File: src/rtl/hrnode_pkg.sv
// hrnode_pkg
//   Shared definitions for the hierarchical-ring node: flit width, field
//   offsets, the flit type, the per-lane slot decision and small field
//   helpers.
//   Flit layout: [0] valid, [3:1] reserved, [7:4] dst, [11:8] src,
//                [15:12] hop count, [143:16] payload. An invalid flit is all zeros.
package hrnode_pkg;

    localparam int unsigned FLIT_W  = 144;
    localparam int unsigned VALID_B = 0;
    localparam int unsigned DST_LO  = 4;
    localparam int unsigned DST_HI  = 7;
    localparam int unsigned SRC_LO  = 8;
    localparam int unsigned SRC_HI  = 11;
    localparam int unsigned HOP_LO  = 12;
    localparam int unsigned HOP_HI  = 15;

    typedef logic [FLIT_W-1:0] flit_t;

    // What the upstream ring flit does with this node's slot this cycle.
    typedef enum logic [1:0] {
        LANE_FREE  = 2'd0,   // no ring flit: slot available for injection
        LANE_PASS  = 2'd1,   // ring flit continues downstream
        LANE_EJECT = 2'd2    // ring flit leaves here; slot freed
    } lane_act_e;

    function automatic logic is_valid(input flit_t f);
        return f[VALID_B];
    endfunction

    function automatic logic [3:0] dst_of(input flit_t f);
        return f[DST_HI:DST_LO];
    endfunction

    function automatic logic [3:0] hop_of(input flit_t f);
        return f[HOP_HI:HOP_LO];
    endfunction

    function automatic flit_t set_hop(input flit_t f, input logic [3:0] hop);
        flit_t r;
        r = f;
        r[HOP_HI:HOP_LO] = hop;
        return r;
    endfunction

endpackage

File: src/rtl/hrnode_lane.sv
// hrnode_lane
//   One lane of the ring stop: decides eject / forward / inject for the
//   upstream flit, registers the downstream and ejected flits, and
//   acknowledges local injection combinationally.
//   Optional feature macro: HRNODE_HOPCNT_EN (forwarded flits get their hop
//   count incremented with saturation; injected flits leave with hop=0).
// Ports
//   clk      in   1    rising-edge clock
//   rst      in   1    synchronous reset, active-low
//   ring_i   in   144  upstream ring flit
//   local_i  in   144  local injection flit
//   ring_o   out  144  downstream ring flit, registered
//   local_o  out  144  ejected flit, registered
//   ack      out  1    local_i accepted this cycle (combinational)
module hrnode_lane
    import hrnode_pkg::*;
#(
    parameter logic [3:0] addr = 4'b0010
) (
    input  logic              clk,
    input  logic              rst,
    input  logic [FLIT_W-1:0] ring_i,
    input  logic [FLIT_W-1:0] local_i,
    output logic [FLIT_W-1:0] ring_o,
    output logic [FLIT_W-1:0] local_o,
    output logic              ack
);

    lane_act_e act;
    flit_t     fwd_flit;
    flit_t     inj_flit;
    logic      local_vld;

    always_comb begin
        act = LANE_FREE;
        if (is_valid(ring_i)) begin
            act = (dst_of(ring_i) == addr) ? LANE_EJECT : LANE_PASS;
        end
    end

`ifdef HRNODE_HOPCNT_EN
    always_comb begin
        fwd_flit = set_hop(ring_i, (hop_of(ring_i) == 4'hF) ? 4'hF : hop_of(ring_i) + 4'd1);
        inj_flit = set_hop(local_i, 4'h0);
    end
`else
    always_comb begin
        fwd_flit = ring_i;
        inj_flit = local_i;
    end
`endif

    assign local_vld = is_valid(local_i);

    // An ejected flit frees the slot in the same cycle, so injection only
    // loses to a flit that is actually passing through.
    assign ack = rst && local_vld && (act != LANE_PASS);

    always_ff @(posedge clk) begin
        if (!rst) begin
            ring_o  <= '0;
            local_o <= '0;
        end else begin
            case (act)
                LANE_PASS: begin
                    ring_o  <= fwd_flit;
                    local_o <= '0;
                end
                LANE_EJECT: begin
                    ring_o  <= local_vld ? inj_flit : '0;
                    local_o <= ring_i;
                end
                default: begin
                    ring_o  <= local_vld ? inj_flit : '0;
                    local_o <= '0;
                end
            endcase
        end
    end

endmodule

File: src/rtl/hrnode_ring_stop.sv
// hrnode_ring_stop
//   Ring stop for a hierarchical-ring NoC serving two independent
//   unidirectional rings (lane 0, lane 1). Per lane: eject flits addressed
//   to this node, forward others, inject a local flit into any free slot.
//   Optional feature macro: HRNODE_HOPCNT_EN (hop counting on forwarded flits).
// Ports
//   clk            in   1    rising-edge clock
//   rst            in   1    synchronous reset, active-low
//   port0_i        in   144  ring-0 upstream flit
//   port1_i        in   144  ring-1 upstream flit
//   port0_local_i  in   144  local injection flit for ring 0
//   port1_local_i  in   144  local injection flit for ring 1
//   port0_o        out  144  ring-0 downstream flit, registered
//   port1_o        out  144  ring-1 downstream flit, registered
//   port0_local_o  out  144  ring-0 ejected flit, registered
//   port1_local_o  out  144  ring-1 ejected flit, registered
//   portl0_ack     out  1    port0_local_i accepted this cycle
//   portl1_ack     out  1    port1_local_i accepted this cycle
module hrnode_ring_stop
    import hrnode_pkg::*;
#(
    parameter logic [3:0] addr = 4'b0010
) (
    input  logic              clk,
    input  logic              rst,
    input  logic [FLIT_W-1:0] port0_i,
    input  logic [FLIT_W-1:0] port1_i,
    input  logic [FLIT_W-1:0] port0_local_i,
    input  logic [FLIT_W-1:0] port1_local_i,
    output logic [FLIT_W-1:0] port0_o,
    output logic [FLIT_W-1:0] port1_o,
    output logic [FLIT_W-1:0] port0_local_o,
    output logic [FLIT_W-1:0] port1_local_o,
    output logic              portl0_ack,
    output logic              portl1_ack
);

    hrnode_lane #(.addr(addr)) u_lane0 (
        .clk     (clk),
        .rst     (rst),
        .ring_i  (port0_i),
        .local_i (port0_local_i),
        .ring_o  (port0_o),
        .local_o (port0_local_o),
        .ack     (portl0_ack)
    );

    hrnode_lane #(.addr(addr)) u_lane1 (
        .clk     (clk),
        .rst     (rst),
        .ring_i  (port1_i),
        .local_i (port1_local_i),
        .ring_o  (port1_o),
        .local_o (port1_local_o),
        .ack     (portl1_ack)
    );

endmodule

File: config.mk
export PLATFORM = sky130hd
export DESIGN_NAME = hrnode_ring_stop
export DESIGN_NICKNAME = d
export VERILOG_FILES = /design/src/rtl/hrnode_pkg.sv /design/src/rtl/hrnode_lane.sv /design/src/rtl/hrnode_ring_stop.sv
export SDC_FILE = /design/constraint.sdc
export NUM_CORES = 1
export LEC_CHECK = 0
export ABC_AREA = 1
export CELL_PAD_IN_SITES_DETAIL_PLACEMENT = 0
export CELL_PAD_IN_SITES_GLOBAL_PLACEMENT = 1
export CORE_AREA = 2 2 452 454
export DETAILED_ROUTE_END_ITERATION = 8
export DIE_AREA = 0 0 454 456
export PLACE_DENSITY_LB_ADDON = 0.1
export SLEW_MARGIN = 20
export SYNTH_ARGS = -nofsm -noshare
export SYNTH_HDL_FRONTEND = slang
export SYNTH_SLANG_ARGS = --single-unit
File: constraint.sdc
create_clock -name clk -period 3.2 [get_ports clk]
set_input_delay 0.48 -clock clk [delete_from_list [all_inputs] [get_ports clk]]
set_output_delay 0.48 -clock clk [all_outputs]
set_load 0.005 [all_outputs]
==> results.sh, run 1 <==
export IMPL_status="completed"
export IMPL_grt_usage_pct=13.9
export IMPL_arrival_ps=2360
export IMPL_post_synth_fa_ha_maj_area_fraction_pct=0
export IMPL_number_of_buffers_added_by_the_clock_tree_synthesis_step=86
export IMPL_pin_count=1156
export IMPL_synth_top_family_by_area="simple AND/OR/NAND/NOR gates"
export IMPL_final_area_um2=38700
export IMPL_worst_setup_path_end_kind="output pin"
export IMPL_critical_path_slowest_cell="clkdlybuf4s50_1"
export IMPL_syn_instance_count=2796
export IMPL_drt_first_iter_violations=751
export IMPL_place_port_buffers=1155
export IMPL_area_growth_from_synthesis_to_layout_pct=81.2
export IMPL_finish_net_count=4456
export IMPL_worst_slew_margin_rel_pct=21.2
export IMPL_final_cell_mix="clkdlybuf4s50_1, nand2_1, nor2_1"
export IMPL_clock_path_buffers=3
export IMPL_grt_max_degree=166
export IMPL_finalHoldViolCount=0
export IMPL_synth_area_per_cell_um2=7.63
export IMPL_power_per_cell_area_nw_per_um2=518
export IMPL_worstSetupStartpointType="primary input"
export IMPL_ys_ff_latch=576
export IMPL_placement_rows=165
export IMPL_rsz_0062_raised_after_global_routing="false"
export IMPL_finalWorstSetupSlack_ps=359
export IMPL_synth_xor_xnor_area_share_pct=0
export IMPL_drc=0
export IMPL_finalMaxSlewViolations=0
export IMPL_yosysTopAreaCell="dfxtp_1"
export IMPL_drive_gt1_share_pct=4.67
export IMPL_postRouteWirelength_um=148000
export IMPL_worst_hold_path_type="primary input to flop"
export IMPL_nFillCells=22800
export IMPL_cts_htree_levels=3
export IMPL_yosys_area_top_type_share_pct=54.0
export IMPL_route_vias_total=21800
export IMPL_antenna_found_initial=66
export IMPL_dp_slack_ps=265
export IMPL_grt_pass1_wl_um=198000
export IMPL_worst_slew_pin_transition_ps=1180
export IMPL_synth_distinct_cells=18
export IMPL_synth_mux_area_fraction_pct=0
export IMPL_globalRoute_totalOverflow=0
export IMPL_cts_tree="done"
export IMPL_route_detailed_wl_per_inst_um=22.3
export IMPL_number_of_synthesis_warnings=0
export IMPL_synth_cell_area_um2=21300
export IMPL_dr_pass1_iters=4
export IMPL_setup_tns_ps=0
export IMPL_synth_simple_area_share_pct=27.4
export IMPL_number_of_global_route_vias_before_repair=22800
export IMPL_netlist_top_cells_area="dfxtp_1, nand2_1, nor2_1, a21boi_0, nand3_1"
export IMPL_worst_ep_required_time_ps=2720
export IMPL_mostFrequentLayoutCell="clkdlybuf4s50_1"
export IMPL_finalSetupViolations=0
export IMPL_crit_path_cell_trace="clkdlybuf4s50_1 -> nor2_1 -> nand3_4 -> nand2_1 -> buf_4 -> nand2_1 -> nor2_1 -> clkdlybuf4s50_1"
export IMPL_critical_path_class="primary input to output pin"
export IMPL_final_period_utilization_pct=88.8
export IMPL_critical_path_fanout_max=2
export IMPL_path_clk_slew_ps=50
export IMPL_seq_area_frac_synth_pct=54.0
export IMPL_weighted_congestion_reported_at_the_end_of_routability_driven_placement=0.771
export IMPL_vdd_ir_drop_max_mv=0.330
export IMPL_clockRootBuffer="clkbuf_16"
export IMPL_avgViaCountPerCell=3.29
export IMPL_compound_gate_portion_of_the_synthesized_area_pct=8.47
export IMPL_final_min_clock_period_ps=2840
export IMPL_hpwlAfterDp_um=111000
export IMPL_die_h_um=456
export IMPL_start_util_pct=10.6
export IMPL_cts_sink_count=576
export IMPL_max_stage_delay_ps=610
export IMPL_dieArea_um2=207000
export IMPL_detailed_place_area_um2=35800
export IMPL_die_w_um=454
export IMPL_coreArea_um2=202000
export IMPL_timing_max_cap_violations=0
export IMPL_cts_setup_buffers=0
export IMPL_postRouteAntennaNets=0
export IMPL_p_leak_uw=0.0165
export IMPL_clock_fmax_mhz=352
==> synth_stat cells <==
cell type / instances
nand3b_1: 1
buf_2: 82
nand3_2: 1
nand4_1: 1
nand2_1: 624
a21oi_1: 6
clkbuf_1: 87
a21boi_0: 236
buf_6: 21
nand3_1: 238
buf_1: 20
o21ai_0: 1
conb_1: 1
nand2_2: 1
nor2_2: 1
nor2_1: 608
inv_1: 291
dfxtp_1: 576
==> worst max-delay path: cells and delay by family <==
family	cells	cell delay, ps
buf+inv	3	1160
simple gates	5	710
==> worst paths after layout <==
check	endpoint	from	depth (start not counted)
worst max-delay path	portl0_ack	port0_i[7]	8
worst min-delay path	u_lane1.ring_o[5]	port1_local_i[0]	3
==> per-stage QoR <==
step	hold slack, ps	utilization [%]	total power (uW)	cells
finish	188	19.2	20000	6630
global route	159	19.2	21100	6621
CTS	95.0	19.1	20700	6615
detailed placement	796	17.7	10400	6461
global placement	796	17.7	10400	6461
floorplan	592	-	8550	2801
==> state kept, by name (all words and copies together) (netlist names) <==
register / cells
u_lane1.ring_o: 144
u_lane1.local_o: 144
u_lane0.local_o: 144
u_lane0.ring_o: 144
==> metal layers <==
layer  wire (um)  vias up  track usage (%)
li1            -    10700                -
met1       50600    10100             13.2
met2       81000      727             27.1
met3       12400      229             5.31
met4        3610       52             3.90
met5         324        -                0
==> power by group <==
| group | internal [uW] | switching (uW) | total, uW | leakage (uW) |
|---|---|---|---|---|
| combinational | 1420 | 1220 | 2640 | 0.0104 |
| clock | 5820 | 4020 | 9850 | 0.00138 |
| sequential | 7460 | 74.4 | 7530 | 0.00472 |
| total | 14700 | 5320 | 20000 | 0.0165 |
==> cells by family after synthesis <==
logic type / Yosys count
other: 1
and+or+nand+nor: 1475
DFF: 576
AOI/OAI and AO/OA: 243
buffers and inverters: 501
==> timing repair <==
item / CTS / global route
endpoints found under the hold margin: 1 / 0
resized for setup: 0 / 0
hold buffers: 1 / 0
==> final cells by class <==
type | instances | area, um2 | area share [%]
antenna | 15 | 37.5 | 0.0971
clock buffer | 129 | 2560 | 6.62
clock inverter | 24 | 258 | 0.667
inverter | 291 | 1090 | 2.83
multi-input combinational | 1724 | 7720 | 20.0
sequential | 576 | 11500 | 29.8
tap | 2672 | 3340 | 8.65
timing repair buffer | 1199 | 12100 | 31.4
No activity file was read; power rests on OpenSTA's default activity.
==> inputs of run 2 (changes only) <==
--- a/config.mk
+++ b/config.mk
@@ -12,7 +12,7 @@
 export DETAILED_ROUTE_END_ITERATION = 8
 export DIE_AREA = 0 0 454 456
 export PLACE_DENSITY_LB_ADDON = 0.1
-export SLEW_MARGIN = 20
+export SLEW_MARGIN = 10
 export SYNTH_ARGS = -nofsm -noshare
 export SYNTH_HDL_FRONTEND = slang
 export SYNTH_SLANG_ARGS = --single-unit
==> results of run 2 <==
Same layout as run 1: the final DEF is identical, and so are final timing and power.
==> variant, RTL diff (config.mk and constraints of run 1) <==
The option `HRNODE_HOPCNT_EN` is turned on by a define.
--- a/src/rtl/hrnode_lane.sv
+++ b/src/rtl/hrnode_lane.sv
@@ -12,6 +12,8 @@
 //   ring_o   out  144  downstream ring flit, registered
 //   local_o  out  144  ejected flit, registered
 //   ack      out  1    local_i accepted this cycle (combinational)
+`define HRNODE_HOPCNT_EN
+
 module hrnode_lane
     import hrnode_pkg::*;
 #(
Function: changed (Yosys sat finds a counterexample within 4 cycles, from zero or initial values and one cycle with rst low).
==> variant against run 1 <==
  * Power up 0.16%
  * Routed wire length up 3.6%
  * Area after synthesis down 6.1%
  * First-iteration DRC count up 7.5%
  * Sequential cell count unchanged
  * Worst setup slack better by 180 ps
  * Design area down 2.9%
  * Non-clock buffer count down 6
==> variant: results (changes against run 1) <==
- Status: finished clean
- Met1 WL: 60.4 mm (+19%)
- Wire per inst: 23.4 um (+4.9%)
- Met2 WL: 78.0 mm (-3.7%)
- Crit Path Max Fanout: 2 (unchanged)
- Hold Crit Depth: 3 (unchanged)
- CP peak stage delay: 540 ps (-70 ps)
- Layout Nets: 4368 (-2.0%)
- Max Used Layer: met5
- Clock slew at reported path FFs: 60 ps
- PostCTS Resize Cnt: 0 (unchanged)
- Post-synthesis cell type count: 26 (+8)
- Post-CTS Setup Bufs: 0 (unchanged)
- Metal3 WL: 9.38 mm (-24%)
- Top post-synthesis cells by count: nand2_1 (692), dfxtp_1 (576), inv_1 (502)
- Vias in the first global route: 21000 (-8.2%)
- Post-Place Setup Slack: 526 ps (+261 ps)
- Hold_sp: rst
- Hold EP: u_lane1.ring_o[5]
- WP data arrival: 2180 ps (-180 ps)
- Slew headroom: 40.4% (+19 points)
- I/O Buffers: 1147 (-0.69%)
- CTS max path bufs: 3 (unchanged)
- Peak VDD IR: 0.341 mV (+3.4%)
- Min Hold Slack: 121 ps (-67.1 ps)
- Clock root cell: clkbuf_16
- Synth async-reset ratio: 0% (unchanged)
- Crit-path leading delay family: buffers and inverters
- Share of cells above drive strength 1: 4.94% (+0.27 points)
- Synthesis Warnings: 0 (unchanged)
- Antenna violations before repair: 62 (-6.1%)
- Synth area leaders: dfxtp_1 (58%), nand2_1 (13%), inv_1 (9.4%), nor2_1 (7.6%), nand3_1 (5.4%)
- H-tree depth: 3 (unchanged)
- Vias: 20200 (-7.1%)
- Primary FF master, synth: dfxtp_1
- Int Pwr: 0.0147 W (-0.18%)
- Seq/Total Area, Yosys: 57.6% (+3.5 points)
- GPL Wtd Cong: 0.835 (+8.3%)
- Cts-stage hold buffer count: 0 (-1)
- CTS buffer count: 88 (+2.3%)
- Starting DRC count in detailed routing: 807 (+7.5%)
- DP Area: 34700 um2 (-3.2%)
- Largest net degree at the start of global routing: 112 (-33%)
- Gr usage total: 14.5% (+0.59 points)
- Slowest CP cell: clkdlybuf4s50_1
- Hold Crit Class: in -> reg
- Leakage dissipation: 17.5 nW (+6.2%)
- First-pass GRT wire length: 200 mm (+0.88%)
- Placed wire-length estimate: 122 mm (+9.3%)
- DRT Pass-1 Iters: 5 (+1)
variant: through the flow:
stage / instances / total power (W)
after floorplan: 2658 / 0.00848
after global placement: 6370 / 0.0105
after detailed placement: 6370 / 0.0105
after CTS: 6522 / 0.0207
after global routing: 6538 / 0.0211
final: 6545 / 0.0201
variant: final cells by class:
class	instances	area, um2
Clock inverter	20	269
Multi-Input combinational cell	1421	5840
Antenna cell	23	57.6
Sequential cell	576	11500
Clock buffer	132	2550
Inverter	508	1910
Fill cell	22900	164000
Timing Repair Buffer	1193	12000
Tap cell	2672	3340
variant: power groups by stage:
stage | Clock, W | Sequential [W] | Combinational, W
after floorplan | 0 | 0.00776 | 0.000723
after global placement | 0 | 0.00778 | 0.00274
after detailed placement | 0 | 0.00778 | 0.00273
after CTS | 0.0103 | 0.00763 | 0.00274
after global routing | 0.0105 | 0.00765 | 0.00292
final | 0.00977 | 0.00762 | 0.00266
variant: kinds of logic after synthesis:
| logic type | after synthesis | share of synthesized area (%) |
|---|---|---|
| compound gates | 87 | 2.18 |
| fa+ha+maj | 2 | 0.125 |
| buf+inv | 661 | 13.6 |
| flops | 576 | 57.6 |
| other cells | 1 | 0.0187 |
| simple gates | 1326 | 26.5 |
variant: how the worst max path moves through the flow:
stage | start | end | slack (ps) | depth (start not counted)
3_5_place_dp | port1_i[6] | portl1_ack | 530 | 6
5_1_grt | port1_i[6] | portl1_ack | 420 | 6
2_1_floorplan | rst | portl1_ack | 1530 | 5
4_1_cts | port1_i[6] | portl1_ack | 520 | 6
6_report | port1_i[6] | portl1_ack | 540 | 6
3_3_place_gp | port1_i[6] | portl1_ack | 550 | 6
variant: routing by layer:
layer / up-vias / track usage [%]
met5: - / 0
met4: 12 / 5.50
met3: 239 / 4.46
met2: 665 / 25.5
met1: 9290 / 16.1
li1: 10000 / -
